<file path="src/rtl/dmem_arbiter.sv">
// Two-port round-robin arbiter and sequencer in front of the single-port data RAM.
// The CPU load/store path and the DMA/loader path share the RAM. Each port uses a
// req/ack handshake, and only one transaction is in flight at a time. This block
// owns every RAM control signal.
module dmem_arbiter #(
   parameter int ADDR_W = 32,
   parameter int DATA_W = 32,
   parameter int RD_LAT = 1
) (
   input  logic              clock,
   input  logic              reset,
   input  logic              cpu_req,
   input  logic              cpu_we,
   input  logic [ADDR_W-1:0] cpu_addr,
   input  logic [DATA_W-1:0] cpu_wdata,
   output logic              cpu_ack,
   output logic [DATA_W-1:0] cpu_rdata,
   input  logic              dma_req,
   input  logic              dma_we,
   input  logic [ADDR_W-1:0] dma_addr,
   input  logic [DATA_W-1:0] dma_wdata,
   output logic              dma_ack,
   output logic [DATA_W-1:0] dma_rdata,
   output logic [ADDR_W-1:0] mem_addr,
   output logic [DATA_W-1:0] mem_wdata,
   output logic              mem_write,
   input  logic [DATA_W-1:0] mem_rdata,
   output logic              busy
);

   localparam int CNT_W = $clog2(RD_LAT + 1);

   typedef enum logic [1:0] {
      IDLE   = 2'd0,
      ACCESS = 2'd1,
      RESP   = 2'd2
   } state_t;

   state_t             state_q;
   logic               last_grant_q;  // 1 = DMA was granted last, 0 = CPU
   logic               port_q;        // port owning the transaction in flight (1 = DMA)
   logic               we_q;
   logic [CNT_W-1:0]   cnt_q;

   logic               gnt_valid_d;
   logic               gnt_dma_d;
   logic               sel_we_d;
   logic [ADDR_W-1:0]  sel_addr_d;
   logic [DATA_W-1:0]  sel_wdata_d;

   // Round-robin pick and request mux. A tie goes to the port that was not served last.
   always_comb begin
      gnt_valid_d = cpu_req | dma_req;
      if (cpu_req && dma_req) begin
         gnt_dma_d = ~last_grant_q;
      end else if (dma_req) begin
         gnt_dma_d = 1'b1;
      end else begin
         gnt_dma_d = 1'b0;
      end
      if (gnt_dma_d) begin
         sel_we_d    = dma_we;
         sel_addr_d  = dma_addr;
         sel_wdata_d = dma_wdata;
      end else begin
         sel_we_d    = cpu_we;
         sel_addr_d  = cpu_addr;
         sel_wdata_d = cpu_wdata;
      end
   end

   // Sequencer FSM with registered RAM controls, acks, read data and busy.
   always_ff @(posedge clock or posedge reset) begin
      if (reset) begin
         state_q      <= IDLE;
         last_grant_q <= 1'b1;
         port_q       <= 1'b0;
         we_q         <= 1'b0;
         cnt_q        <= '0;
         cpu_ack      <= 1'b0;
         dma_ack      <= 1'b0;
         cpu_rdata    <= '0;
         dma_rdata    <= '0;
         mem_addr     <= '0;
         mem_wdata    <= '0;
         mem_write    <= 1'b0;
         busy         <= 1'b0;
      end else begin
         case (state_q)
            IDLE: begin
               cpu_ack <= 1'b0;
               dma_ack <= 1'b0;
               if (gnt_valid_d) begin
                  port_q       <= gnt_dma_d;
                  last_grant_q <= gnt_dma_d;
                  we_q         <= sel_we_d;
                  mem_addr     <= sel_addr_d;
                  mem_wdata    <= sel_wdata_d;
                  mem_write    <= sel_we_d;
                  cnt_q        <= '0;
                  busy         <= 1'b1;
                  state_q      <= ACCESS;
               end else begin
                  state_q <= IDLE;
               end
            end
            ACCESS: begin
               if (we_q) begin
                  // A write needs exactly one cycle of mem_write.
                  mem_write <= 1'b0;
                  cpu_ack   <= ~port_q;
                  dma_ack   <= port_q;
                  state_q   <= RESP;
               end else if (cnt_q == CNT_W'(RD_LAT - 1)) begin
                  // This is the last read-latency cycle, so RAM data is valid now.
                  if (port_q) begin
                     dma_rdata <= mem_rdata;
                  end else begin
                     cpu_rdata <= mem_rdata;
                  end
                  cpu_ack <= ~port_q;
                  dma_ack <= port_q;
                  state_q <= RESP;
               end else begin
                  cnt_q <= cnt_q + CNT_W'(1);
               end
            end
            RESP: begin
               cpu_ack   <= 1'b0;
               dma_ack   <= 1'b0;
               mem_write <= 1'b0;
               mem_addr  <= '0;
               mem_wdata <= '0;
               busy      <= 1'b0;
               state_q   <= IDLE;
            end
            default: begin
               cpu_ack   <= 1'b0;
               dma_ack   <= 1'b0;
               mem_write <= 1'b0;
               mem_addr  <= '0;
               mem_wdata <= '0;
               busy      <= 1'b0;
               state_q   <= IDLE;
            end
         endcase
      end
   end

endmodule

</file>
<file path="config.mk">
export PLATFORM = sky130hd
export DESIGN_NAME = dmem_arbiter
export DESIGN_NICKNAME = d
export VERILOG_FILES = /design/src/rtl/dmem_arbiter.sv
export SDC_FILE = /design/constraint.sdc
export NUM_CORES = 1
export LEC_CHECK = 0
export ABC_CLOCK_PERIOD_IN_PS = 4300
export CORE_ASPECT_RATIO = 0.8
export CORE_MARGIN = 1
export CORE_UTILIZATION = 25
export CTS_CLUSTER_DIAMETER = 80
export DETAILED_ROUTE_END_ITERATION = 16
export HOLD_SLACK_MARGIN = 0.1
export PLACE_DENSITY = 0.65
export REMOVE_ABC_BUFFERS = 1
export SLEW_MARGIN = 10
export SYNTH_ARGS = -nofsm -noshare
export SYNTH_HDL_FRONTEND = slang
export SYNTH_SLANG_ARGS = --single-unit
</file>
<file path="constraint.sdc">
create_clock -name clock -period 4.3 [get_ports clock]
set_input_delay 0.86 -clock clock [delete_from_list [all_inputs] [get_ports clock]]
set_output_delay 0.86 -clock clock [all_outputs]
set_load 0.02 [all_outputs]
</file>
==> impl_metrics.yaml <==
status:
  status: "finished clean"
global_route:
  grt_remaining_overflow: 0
  antenna_found_initial: 0
  grt_pass1_wl_mm: 25.9
  first_global_vias: 4517
  grtUsageTotal_pct: 14.3
  grt_max_degree: 80
yosys:
  synth_edf_count: 0
  yosys.area.top_type_share_pct: 58.7
  synthDistinctLibCells: 25
  synthTopCellsByCount: "136 x dfrtp_1, 66 x mux2i_1, 64 x o2bb2ai_1"
  synth_area_leaders: "dfrtp_1 59%, mux2i_1 11%, o2bb2ai_1 9.7%"
  async_flop_share_pct: 100
  yosysTopAreaCell: "dfrtp_1"
  netlist_area_um2: 5800
  synthFlopType: "dfrtp_1"
  syn_inst: 381
  yosysMostFrequentCell: "dfrtp_1"
  synth_warnings: 0
  ys_ff_latch: 137
  syn_area_per_cell_um2: 15.2
  yosysSeqAreaShare_pct: 59.1
power:
  power_mw: 7.16
  p_leak_nw: 4.06
  ir_drop_mv: 0.343
  intPower_mw: 4.65
  power_frac_clock_pct: 22.6
  power.density_nw_per_um2: 733
  power.net_switching_mw: 2.51
  comb_power_share_pct: 46.3
  seqPwrFrac_pct: 31.1
  swShare_pct: 35.1
clock_tree:
  numCtsBuffers: 17
  cts.repair.resized: 0
  clk_path_buf_depth: 2
  postCtsHoldBufs: 0
  cts_root_buf: "clkbuf_16"
  clock_sinks: 137
  worst_skew_pair.late_latency_ps: 410
  post_cts_buffers: 0
  clk_pin_slew_worst_paths_ps: 60
  htree_levels: 4
  cts_tree: "built"
setup_path:
  cp_max_fo: 22
  arrival_ps: 2830
  timing.rr.start: "state_q[1]"
  crit_start: "dma_req"
  required_ps: 4570
  end_kind: "flip-flop"
  path_class: "input pin to flip-flop"
  cp-start-kind: "input pin"
sta:
  finalCritPeriodShare_pct: 59.5
  fin_crit_ps: 2560
  finClkSkew_ps: 9.01
  finalMaxSlewViolations: 0
  rsz0062_at_grt: "false"
  fin_setup_tns_ps: 0
  finalSetupViolations: 0
  max_clock_freq_ghz: 0.391
  hold_viol: 0
  worst_pin_slew_ps: 990
  slew_headroom_pct: 33.8
layout:
  instances_no_fill: 999
  syn2layout_area_growth_pct: 68.3
  final_util_pct: 43.1
  nets: 846
  num_antenna_cells: 0
  drive_gt1_share_pct: 16.5
hold_path:
  hold_class: "flip-flop to flip-flop"
  hold_start: "mem_wdata[18]"
drt:
  viasPerCell: 4.29
  num_vias: 4281
  drtAntennaViolNets: 0
  drt-total-wl_mm: 16.8
  drtPass1Iterations: 4
  post_drt_wl_per_cell_um: 16.8
  initialDrtViolationCount: 162
  drc: 0
die:
  dieArea_um2: 23800
  core_um2: 22600
  rows: 49
  start_util_pct: 25.6
  die_h_um: 138
  ios: 298
  die_w_um: 172
placement:
  portBuffers: 297
  place_congestion: 0.778
  numPlacedInstances: 967
  dp_hpwl_mm: 11.8
run:
  drv_cap: 0
cell families after synthesis:
group                  Yosys count  synth area share (%)
DFF                            137                  59.1
muxes                          132                  26.1
AOI/OAI and AO/OA               69                  10.4
buffers and inverters           35                  3.49
and+or+nand+nor                  8                 0.863
power groups by stage:
| stage | sequential, mW | combinational (mW) | clock, mW |
|---|---|---|---|
| after floorplan | 2.89 | 1.04 | 0 |
| after global placement | 2.23 | 3.32 | 0 |
| after detailed placement | 2.23 | 3.36 | 0 |
| after CTS | 2.23 | 3.36 | 1.67 |
| after global routing | 2.30 | 3.50 | 1.73 |
| final | 2.23 | 3.31 | 1.62 |
flip-flops by register name (all words and copies together) (netlist names), 2 cells and up:
register	count
mem_addr	32
mem_wdata	32
dma_rdata	32
cpu_rdata	32
state_q	2
worst max-delay path, stage by stage:
cell,delay (ps)
clkdlybuf4s50_1,500
a21boi_4,800
buf_4,300
mux2i_1,260
o2bb2ai_1,80
layer usage:
| layer | vias up | wire, um | global-route usage, % |
|---|---|---|---|
| met5 | - | 0 | 0 |
| met4 | 0 | 162 | 4.33 |
| met3 | 11 | 1010 | 3.92 |
| met2 | 140 | 8120 | 23.0 |
| met1 | 2117 | 7500 | 18.7 |
| li1 | 2013 | - | - |
final cells by class:
class,instances,area [um^2]
clock inverters,14,220
fillers,2107,12900
inverters,6,27.5
flip-flops and latches,137,3430
clock buffers,18,429
multi-input cells,209,2180
repair buffers,309,3090
well taps,306,383
cell usage in the layout (no fill, tap or decap):
cell	Yosys	layout
mux2_2	34	34
and3b_1	1	1
mux2_4	30	30
clkdlybuf4s50_1	0	297
nor3_1	1	1
mux2_1	2	2
o21ba_2	1	1
buf_12	0	2
nand2b_1	1	1
clkbuf_16	0	17
o2bb2ai_1	64	64
nor3_4	0	1
clkinv_2	0	1
mux2i_1	66	66
clkinvlp_4	0	4
or3_2	0	1
clkinv_4	0	2
inv_6	0	3
inv_1	6	5
clkbuf_1	3	1
bufinv_16	0	5
dfstp_2	1	1
a21oi_1	1	1
a21boi_4	0	1
nor2_1	2	2
and2_2	0	1
o21ai_0	1	1
buf_4	6	10
o32ai_1	1	1
dfrtp_1	136	136
worst paths after layout:
kind / cells past startpoint / to / slack, ps
max in group asynchronous: 3 / last_grant_q / 2510
min in group asynchronous: 2 / dma_rdata[11] / 890
worst min-delay path: 1 / mem_wdata[18] / 480
worst min register to register: 1 / mem_wdata[18] / 480
worst max register to register: 4 / dma_rdata[17] / 2250
worst max-delay path: 5 / mem_wdata[23] / 1740
per-stage QoR:
step / hold slack (ps) / cell area [um^2] / worst slack [ps]
6_report: 483 / 9760 / 1740
5_1_grt: 497 / 9760 / 1560
4_1_cts: 491 / 9760 / 1720
3_5_place_dp: 473 / 9110 / 1290
3_3_place_gp: 466 / 9110 / 1310
2_1_floorplan: 455 / 5620 / -226
Power figures use the tool's default switching activity.
